`src/rtl/arm_hazard_pkg.sv`:
```
// Shared types and defaults for the ARM pipeline hazard unit.
package arm_hazard_pkg;

    typedef enum logic [1:0] {
        FWD_RF = 2'b00,
        FWD_W  = 2'b01,
        FWD_M  = 2'b10
    } fwd_sel_t;

    localparam int PC_IDX      = 15;
    localparam int DEF_NREG    = 16;
    localparam int DEF_NSRC    = 3;
    localparam int DEF_MAX_LAT = 4;

endpackage

```
`src/rtl/hazard_scoreboard.sv`:
```
// Per-register result-latency scoreboard: one down-counter per architectural
// register (PC excluded), producing RAW and WAW hazard flags for Decode.
module hazard_scoreboard
    import arm_hazard_pkg::*;
#(
    parameter int NREG    = DEF_NREG,
    parameter int NSRC    = DEF_NSRC,
    parameter int MAX_LAT = DEF_MAX_LAT,
    localparam int RW     = $clog2(NREG),
    localparam int LW     = $clog2(MAX_LAT + 1)
) (
    input  logic               clk,
    input  logic               reset,
    input  logic [NSRC*RW-1:0] ra_d,
    input  logic [NSRC-1:0]    rvld_d,
    input  logic [RW-1:0]      wa_d,
    input  logic               we_d,
    input  logic [LW-1:0]      lat_d,
    input  logic               issue_ok,
    output logic               raw,
    output logic               waw
);

    logic [LW-1:0] cnt_q [NREG-1];
    logic [LW-1:0] cnt_d [NREG-1];
    logic [NREG-1:0] busy;
    logic issue;

    assign issue = we_d & issue_ok & (wa_d != RW'(PC_IDX));

    // The issued entry reloads instead of decrementing; idle entries hold at 0.
    always_comb begin
        for (int r = 0; r < NREG - 1; r++) begin
            cnt_d[r] = cnt_q[r];
            if (issue && wa_d == RW'(r)) begin
                cnt_d[r] = lat_d;
            end else if (cnt_q[r] != '0) begin
                cnt_d[r] = cnt_q[r] - 1'b1;
            end
        end
    end

    always_ff @(posedge clk) begin
        for (int r = 0; r < NREG - 1; r++) begin
            if (reset) begin
                cnt_q[r] <= '0;
            end else begin
                cnt_q[r] <= cnt_d[r];
            end
        end
    end

    // The PC slot is permanently idle so it can never raise a hazard.
    genvar gi;
    generate
        for (gi = 0; gi < NREG; gi++) begin : g_busy
            if (gi == PC_IDX || gi >= NREG - 1) begin : g_pc
                assign busy[gi] = 1'b0;
            end else begin : g_reg
                assign busy[gi] = (cnt_q[gi] != '0);
            end
        end
    endgenerate

    always_comb begin
        raw = 1'b0;
        for (int s = 0; s < NSRC; s++) begin
            if (rvld_d[s] && busy[ra_d[s*RW +: RW]]) begin
                raw = 1'b1;
            end
        end
    end

    assign waw = we_d & busy[wa_d];

endmodule

```
`src/rtl/arm_hazard_scoreboard.sv`:
```
// Hazard unit for the 5-stage ARM pipeline: scoreboard stalls, forwarding,
// PC-write/branch flushes. Define HAZARD_STATS_EN to enable stall/flush counters.
module arm_hazard_scoreboard
    import arm_hazard_pkg::*;
#(
    parameter int NREG    = DEF_NREG,
    parameter int NSRC    = DEF_NSRC,
    parameter int MAX_LAT = DEF_MAX_LAT,
    localparam int RW     = $clog2(NREG),
    localparam int LW     = $clog2(MAX_LAT + 1)
) (
    input  logic                 clk,
    input  logic                 reset,
    input  logic [NSRC*RW-1:0]   ra_d,
    input  logic [NSRC-1:0]      rvld_d,
    input  logic [RW-1:0]        wa_d,
    input  logic                 we_d,
    input  logic [LW-1:0]        lat_d,
    input  logic [NSRC*RW-1:0]   ra_e,
    input  logic [RW-1:0]        wa_m,
    input  logic                 regwrite_m,
    input  logic [RW-1:0]        wa_w,
    input  logic                 regwrite_w,
    input  logic                 pcsrc_d,
    input  logic                 pcsrc_e,
    input  logic                 pcsrc_m,
    input  logic                 pcsrc_w,
    input  logic                 branchtaken_e,
    output logic                 stall_f,
    output logic                 stall_d,
    output logic                 flush_d,
    output logic                 flush_e,
    output logic [NSRC*2-1:0]    fwd_e,
    output logic [31:0]          stall_cnt,
    output logic [31:0]          flush_cnt
);

    logic raw, waw, pcwr;
    logic stall_d_int, flush_e_int;

    assign pcwr        = pcsrc_d | pcsrc_e | pcsrc_m;
    assign stall_d_int = (raw | waw) & ~branchtaken_e;
    assign flush_e_int = stall_d_int | branchtaken_e;

    hazard_scoreboard #(
        .NREG    (NREG),
        .NSRC    (NSRC),
        .MAX_LAT (MAX_LAT)
    ) u_scoreboard (
        .clk      (clk),
        .reset    (reset),
        .ra_d     (ra_d),
        .rvld_d   (rvld_d),
        .wa_d     (wa_d),
        .we_d     (we_d),
        .lat_d    (lat_d),
        .issue_ok (~stall_d_int & ~flush_e_int),
        .raw      (raw),
        .waw      (waw)
    );

    // Reset holds the pipeline in a flushed, non-stalled state.
    assign stall_d = ~reset & stall_d_int;
    assign stall_f = ~reset & (stall_d_int | pcwr);
    assign flush_e = reset | flush_e_int;
    assign flush_d = reset | pcwr | pcsrc_w | branchtaken_e;

    genvar gi;
    generate
        for (gi = 0; gi < NSRC; gi++) begin : g_fwd
            fwd_sel_t sel;
            logic [RW-1:0] src;
            assign src = ra_e[gi*RW +: RW];
            // M holds the younger result, so it wins over W.
            always_comb begin
                sel = FWD_RF;
                if (!reset && src != RW'(PC_IDX)) begin
                    if (regwrite_m && wa_m == src) begin
                        sel = FWD_M;
                    end else if (regwrite_w && wa_w == src) begin
                        sel = FWD_W;
                    end
                end
            end
            assign fwd_e[gi*2 +: 2] = sel;
        end
    endgenerate

`ifdef HAZARD_STATS_EN
    logic [31:0] stall_cnt_q, stall_cnt_d;
    logic [31:0] flush_cnt_q, flush_cnt_d;

    always_comb begin
        stall_cnt_d = stall_cnt_q;
        flush_cnt_d = flush_cnt_q;
        if (stall_d_int && stall_cnt_q != '1) begin
            stall_cnt_d = stall_cnt_q + 32'd1;
        end
        if (flush_e_int && !stall_d_int && flush_cnt_q != '1) begin
            flush_cnt_d = flush_cnt_q + 32'd1;
        end
    end

    always_ff @(posedge clk) begin
        if (reset) begin
            stall_cnt_q <= '0;
            flush_cnt_q <= '0;
        end else begin
            stall_cnt_q <= stall_cnt_d;
            flush_cnt_q <= flush_cnt_d;
        end
    end

    assign stall_cnt = stall_cnt_q;
    assign flush_cnt = flush_cnt_q;
`else
    assign stall_cnt = '0;
    assign flush_cnt = '0;
`endif

endmodule

```
`config.mk`:
```
export PLATFORM = sky130hd
export DESIGN_NAME = arm_hazard_scoreboard
export DESIGN_NICKNAME = d
export VERILOG_FILES = /design/src/rtl/arm_hazard_pkg.sv /design/src/rtl/hazard_scoreboard.sv /design/src/rtl/arm_hazard_scoreboard.sv
export SDC_FILE = /design/constraint.sdc
export NUM_CORES = 1
export LEC_CHECK = 0
export BUFFER_PORTS_ARGS = -buffer_cell sky130_fd_sc_hd__buf_2
export CELL_PAD_IN_SITES_DETAIL_PLACEMENT = 1
export CELL_PAD_IN_SITES_GLOBAL_PLACEMENT = 2
export CORE_AREA = 5 5 123 125
export CTS_CLUSTER_DIAMETER = 100
export CTS_CLUSTER_SIZE = 20
export DETAILED_ROUTE_END_ITERATION = 12
export DIE_AREA = 0 0 128 130
export PLACE_DENSITY = 0.93
export SLEW_MARGIN = 20
export SYNTH_ARGS = -nofsm -noshare
export SYNTH_HDL_FRONTEND = slang
export SYNTH_SLANG_ARGS = --single-unit
```
`constraint.sdc`:
```
create_clock -name clk -period 7.9 [get_ports clk]
set_clock_uncertainty 0.05 [all_clocks]
set_input_delay 0.395 -clock clk [delete_from_list [all_inputs] [get_ports clk]]
set_output_delay 0.395 -clock clk [all_outputs]
set_load 0.01 [all_outputs]
```
==> results of run 1 <==
-- cell families after synthesis --
family | after synthesis | synth area share, %
XOR/XNOR | 39 | 7.34
buffers and inverters | 146 | 19.7
multiplexers | 69 | 17.6
adder cells (fa/ha/maj) | 30 | 8.07
flip-flops | 45 | 19.4
other | 1 | 0.0806
AO/OA/AOI/OAI | 52 | 7.40
AND/OR/NAND/NOR | 165 | 20.4
-- metal layers --
layer	wire, um	share of wire [%]	up-vias
li1	-	-	1772
met3	523	4.5	18
met4	223	1.9	0
met2	6180	54	85
met5	0	0	-
met1	4590	40	1760
-- layout make-up --
| cell class | count | area, sq um |
|---|---|---|
| clock buffers | 5 | 125 |
| clock inverters | 2 | 35.0 |
| fillers | 1715 | 8900 |
| inverters | 48 | 180 |
| multi-input cells | 419 | 3070 |
| flip-flops and latches | 45 | 901 |
| well taps | 180 | 225 |
| repair buffers | 65 | 335 |
-- synthesized netlist by cell type, drive strengths merged (3+ instances only) --
cell type and instances:
nor2 84, buf 78, inv 48, mux2 48, dfxtp 45, a21oi 31
ha 30, xnor2 24, nand2 21, clkbuf 18, mux2i 16, xor2 15
nor4 14, nand3 9, nor2b 8, nor3 7, mux4 5, or4 5
nand2b 4, a41o 3, o21ai 3
-- power groups by stage --
stage / clock network [uW] / logic [uW] / registers (uW)
3_3_place_gp: 0 / 1010 / 393
3_5_place_dp: 0 / 1120 / 402
6_report: 237 / 1110 / 397
5_1_grt: 251 / 1270 / 408
2_1_floorplan: 0 / 964 / 387
4_1_cts: 243 / 1130 / 397
-- critical path, stage by stage, from the launching register on --
cell	delay, ns
dfxtp_1	0.32
inv_1	0.06
ha_1	0.15
ha_1	0.41
mux2i_1	0.12
mux4_2	0.48
nand3b_2	0.12
nand3_4	0.29
nor3_1	0.43
o22ai_1	0.11
buf_2	0.18
-- worst min-delay path by stage --
stage                                      endpoint  depth (start not counted)
after global routing      u_scoreboard.cnt_q[12][2]                          3
final                      u_scoreboard.cnt_q[7][2]                          3
after detailed placement  u_scoreboard.cnt_q[12][2]                          3
after floorplan            u_scoreboard.cnt_q[9][1]                          3
after global placement     u_scoreboard.cnt_q[7][2]                          3
after CTS                 u_scoreboard.cnt_q[13][2]                          3
-- stage by stage --
| stage | util [%] | instance area [sq um] | hold slack (ns) |
|---|---|---|---|
| floorplan | - | 4890 | 0.508 |
| global placement | 34.2 | 4710 | 0.523 |
| detailed placement | 34.2 | 4710 | 0.551 |
| CTS | 35.4 | 4870 | 0.565 |
| global route | 35.4 | 4870 | 0.598 |
| finish | 35.4 | 4870 | 0.556 |
==> impl_metrics.toml, run 1 <==
[grt]
use_met1_pct = 14.7
grt_use_met3_pct = 2.54
first_global_vias = 3866
grt_pass1_wl_mm = 18.5
grtUsageTotal_pct = 13.7
antenna_found_initial = 0
top_usage_layer = "met2"
grt_max_degree = 54
overflow = 0
grtUsageMet2_pct = 26.6

[synthesis]
netlist.area_leader.share_pct = 19.4
synth_area_leaders = "dfxtp_1, buf_4, ha_1"
ys_async_sr_fraction_pct = 0
synth_seq_area_share_pct = 19.4
ys_seq_elements = 45
netlist_area_sq_um = 4650
synth_cell_types = 55
postSynthCellCount = 547
synth_ff_type = "dfxtp_1"
synth_warnings = 0
synth_edf_count = 0
synth_top_cell_by_area = "dfxtp_1"
synth.avg_cell_area_sq_um = 8.50

[power_and_ir_drop]
seqPwrFrac_pct = 22.8
switching_power_uw = 783
combPwrFrac_pct = 63.6
swShare_pct = 45.0
powerDensity_nw_per_um2 = 357
vdd_drop_max_v = 0.000148
p_int_uw = 958
leakagePower_uw = 0.00215
fin_total_pwr_uw = 1740
clkPwrFrac_pct = 13.6

[floorplan]
num_rows = 43
ios = 126
core_area_sq_um = 13800
dieArea_sq_um = 16600
die_h_um = 130
initial_core_util_pct = 33.8
fp.dieW_um = 128

[worst_setup_path]
required_ns = 7.46
r2r-start = "u_scoreboard.cnt_q[4][0]"
rrSetupSlack_ns = 4.81
critPathLaunchType = "flip-flop"
crit_path_end_kind = "primary output"
crit_path_start = "u_scoreboard.cnt_q[4][0]"
path_max_fanout = 16
crit_arrival_ns = 2.99
endpoint = "stall_f"
worstRegToRegCells = 9
worstReg2RegEnd = "u_scoreboard.cnt_q[7][0]"
critPathKind = "flip-flop to primary output"

[cells_and_area]
top_regs = "u_scoreboard.cnt_q x45"
final_cells = 764
drive_gt1_share_pct = 21.1
diodes = 0
regMostFlops = "u_scoreboard.cnt_q"
layout_common_cells = "nor2_1, conb_1, buf_2"
nets = 666
layout_commonest_cell = "nor2_1"
area_growth_pct = 4.79
largest_reg_flops = 45

[timing]
clock.fmax_mhz = 291
setup-tns-final_ns = 0
slew_headroom_pct = 32.9
worst_pin_slew_ns = 1.01
finalCritPeriodShare_pct = 43.5
setup_ws_ns = 4.46
rsz0062_at_grt = "false"
drv_slew = 0
fin_crit_ns = 3.44
hold_viol_final = 0
setup_viol = 0

[clocking]
cts_made_buffers = 5
post_cts_resized = 0
cts_setup_buffers = 0
cts.sinks = 45
root_buffer = "clkbuf_16"
clock_latency_ns = 0.29
h-tree-depth = 2
cts.clk_slew.worst_paths_ns = 0.06
ctsLongestPathBuffers = 2
cts_tree = "yes"
cts_hold_buffers = 0

[placement]
numPlacedInstances = 757
place.gp.congestion = 0.911
port_buffers = 61
place_hpwl_mm = 9.10
place_ws_ns = 4.72

[worst_hold_path]
hold_start = "u_scoreboard.cnt_q[7][2]"
min_path_type = "flip-flop to flip-flop"

[route]
dr.pass1.iters = 4
drc = 0
final_antenna_net_count = 0
vias = 3635
avgRoutedWirePerCell_um = 15.1
drt_iter0_markers = 127
routed_wl_mm = 11.5
via_per_inst = 4.76

[status]
status = "finished, final reports clean"

[job]
cap_violations = 0
Power figures use the tool's default switching activity.
==> run 2, diff against run 1 <==
Settings changed: ABC_AREA from default to 1, CORE_AREA 5 5 123 125 to 5 5 135 137, DIE_AREA 0 0 128 130 to 0 0 140 142, PLACE_DENSITY 0.93 to 0.87.
Clock period 7.9 ns to 3.5 ns, I/O delays scaled along.
==> run 2 against run 1 <==
Critical path depth up 4. Via count up 26%. Non-clock buffer count up 1. Cell count up 32%. Sequential power up 120%. Worst hold slack worse by 0.28 ns. Clock power up 110%. Power up 110%. Utilization down 5.8 points. Routed wire length up 18%. Global-route usage down 0.51 points. Flip-flop and latch count unchanged. Largest power group unchanged.
==> impl_metrics.toml, run 2 <==
[synthesis]
netlist_area_sq_um = 4610
synth.avg_cell_area_sq_um = 6.31
synth_warnings = 0
netlist.area_leader.share_pct = 19.6
synthTopCellsByCount = "nand2_1, inv_1, nand3_1"
postSynthCellCount = 730
synth_area_leaders = "dfxtp_1, nand2_1, buf_4"
ys_seq_elements = 45
synth_cell_types = 33
synth_seq_area_share_pct = 19.6
synth_top_cell_by_area = "dfxtp_1"
synth_ff_type = "dfxtp_1"
synth_edf_count = 0
ys_async_sr_fraction_pct = 0
synth.most_common_cell = "nand2_1"

[power_and_ir_drop]
vdd_drop_max_v = 0.000217
fin_total_pwr_uw = 3680
leakagePower_uw = 0.00251
powerDensity_nw_per_um2 = 735

[worst_setup_path]
critPathLaunchType = "flip-flop"
critPathKind = "flip-flop to primary output"
path_max_fanout = 30
slowest_stage = "ha_1"
cp_cell_sequence = "inv_1 > ha_1 > ha_1 > nand2_1 > nand3_1 > nand2_1 > nand2_1 > nand3_1 > nand3_1 > nand2_1 > nor2_4 > buf_4 > o22ai_1 > buf_2"
crit_family = "simple AND/OR/NAND/NOR gates"
crit_arrival_ns = 2.56
required_ns = 3.27
cpPeakStageDelay_ns = 0.44
crit_path_end_kind = "primary output"
path_common_cell = "nand2_1"
path_buf_inv = 3

[route]
drc = 0
via_per_inst = 4.56
routed_wl_mm = 13.6
avgRoutedWirePerCell_um = 13.6
drt_iter0_markers = 161
vias = 4578
final_antenna_net_count = 0
dr.pass1.iters = 4

[cells_and_area]
fillers = 2282
largest_reg_flops = 45
layout_commonest_cell = "nand2_1"
top_regs = "u_scoreboard.cnt_q x45"
regArea_sq_um = 901
layout_common_cells = "nand2_1, inv_1, nand3_1"
regMostFlops = "u_scoreboard.cnt_q"
area_growth_pct = 8.75
multiInputGateArea_sq_um = 2950
final_cell_area_sq_um = 5010
drive_gt1_share_pct = 15.7
nets = 860

[timing]
setup-tns-final_ns = 0
slew_headroom_pct = 51.5
clock.fmax_mhz = 359
setup_viol = 0
drv_slew = 0
hold_viol_final = 0
fin_crit_ns = 2.79
finalHoldWorstSlack_ns = 0.274
worst_pin_slew_ns = 0.728
finalCritPeriodShare_pct = 79.7
rsz0062_at_grt = "false"

[floorplan]
core_area_sq_um = 16900
num_rows = 48
fp.dieW_um = 140
die_h_um = 142
dieArea_sq_um = 19900
ios = 126
initial_core_util_pct = 27.2

[grt]
grt_max_degree = 32
grtUsageTotal_pct = 13.2
antenna_found_initial = 0
grt_pass1_wl_mm = 21.9
first_global_vias = 4457
overflow = 0

[status]
status = "finished, final reports clean"

[placement]
place_area_sq_um = 4860
place.gp.congestion = 0.834
place_hpwl_mm = 10.6
port_buffers = 61

[clocking]
cts_setup_buffers = 0
cts_tree = "yes"
cts.clk_slew.worst_paths_ns = 0.07
root_buffer = "clkbuf_16"
cts_hold_buffers = 0
cts_made_buffers = 5
ctsLongestPathBuffers = 2
cts.sinks = 45
h-tree-depth = 2
clock_latency_ns = 0.30
post_cts_resized = 0

[worst_hold_path]
min_path_type = "input port to flip-flop"

[job]
cap_violations = 0
run 2: changes by cell type in the layout (fill, tap and decap cells not counted), sizes merged, moves of 8 or more:
cell	before	now
nand2	21	145
nor2	84	68
mux2	48	0
mux2i	16	0
or2	1	30
inv	48	103
nor4	14	5
nand3	9	92
xnor2	24	4
o21ai	3	17
nand4	1	32
nor2b	8	0
run 2: per-stage QoR:
| stage | worst slack (ns) | std cells | util [%] |
|---|---|---|---|
| 6_report | 0.711 | 1005 | 29.6 |
| 5_1_grt | 0.467 | 1004 | 29.6 |
| 4_1_cts | 0.655 | 1004 | 29.6 |
| 3_5_place_dp | 0.824 | 996 | 28.7 |
| 3_3_place_gp | 0.854 | 996 | 28.7 |
| 2_1_floorplan | 1.37 | 793 | - |
run 2: final timing paths:
check | startpoint | cells after the start | slack (ns) | end
setup / recovery | u_scoreboard.cnt_q[9][0] | 14 | 0.71 | stall_f
hold / removal | lat_d[2] | 5 | 0.27 | u_scoreboard.cnt_q[7][2]
setup reg to reg | u_scoreboard.cnt_q[9][0] | 17 | 0.86 | u_scoreboard.cnt_q[13][1]
hold reg to reg | u_scoreboard.cnt_q[10][2] | 2 | 0.44 | u_scoreboard.cnt_q[10][2]
run 2: per-layer routing:
| metal | vias to the layer above | track usage, % | wire length (um) |
|---|---|---|---|
| li1 | 2334 | - | - |
| met1 | 2147 | 17.9 | 6570 |
| met2 | 88 | 22.5 | 6380 |
| met3 | 9 | 2.32 | 570 |
| met4 | 0 | 1.99 | 116 |
| met5 | - | 0 | 0 |
run 2: area by class of cell:
class                      instances  share of cell area, %
antenna                            1                 0.0500
clock buffer                       5                   2.50
clock inverter                     3                  0.425
inverter                         104                   7.79
multi-input combinational        556                   58.8
sequential                        45                   18.0
tap                              225                   5.62
timing repair buffer              66                   6.84
run 2: kinds of logic (layout without fill, tap and decap cells):
group,count (synthesis),after routing,synth area share (%)
AO/OA/AOI/OAI,67,67,8.15
XOR/XNOR,18,18,3.42
adder cells (fa/ha/maj),30,30,8.15
buffers and inverters,192,178,21.8
flip-flops,45,45,19.6
other,1,65,0.0814
AND/OR/NAND/NOR,377,377,38.9
run 2: worst reg2reg max path: cells and delay by family, from the launching register on:
kind	cells	cell delay, ns
buffers and inverters	2	0.38
AND/OR/NAND/NOR	13	1.16
flip-flops	1	0.33
adder cells (fa/ha/maj)	2	0.57
run 2: power by group:
| group | internal, uW | switching (uW) | total [uW] | leakage (uW) |
|---|---|---|---|---|
| Clock | 267 | 228 | 495 | 0.0000702 |
| Combinational | 961 | 1370 | 2330 | 0.00207 |
| Sequential | 746 | 114 | 860 | 0.000374 |
| Total | 1970 | 1710 | 3680 | 0.00251 |
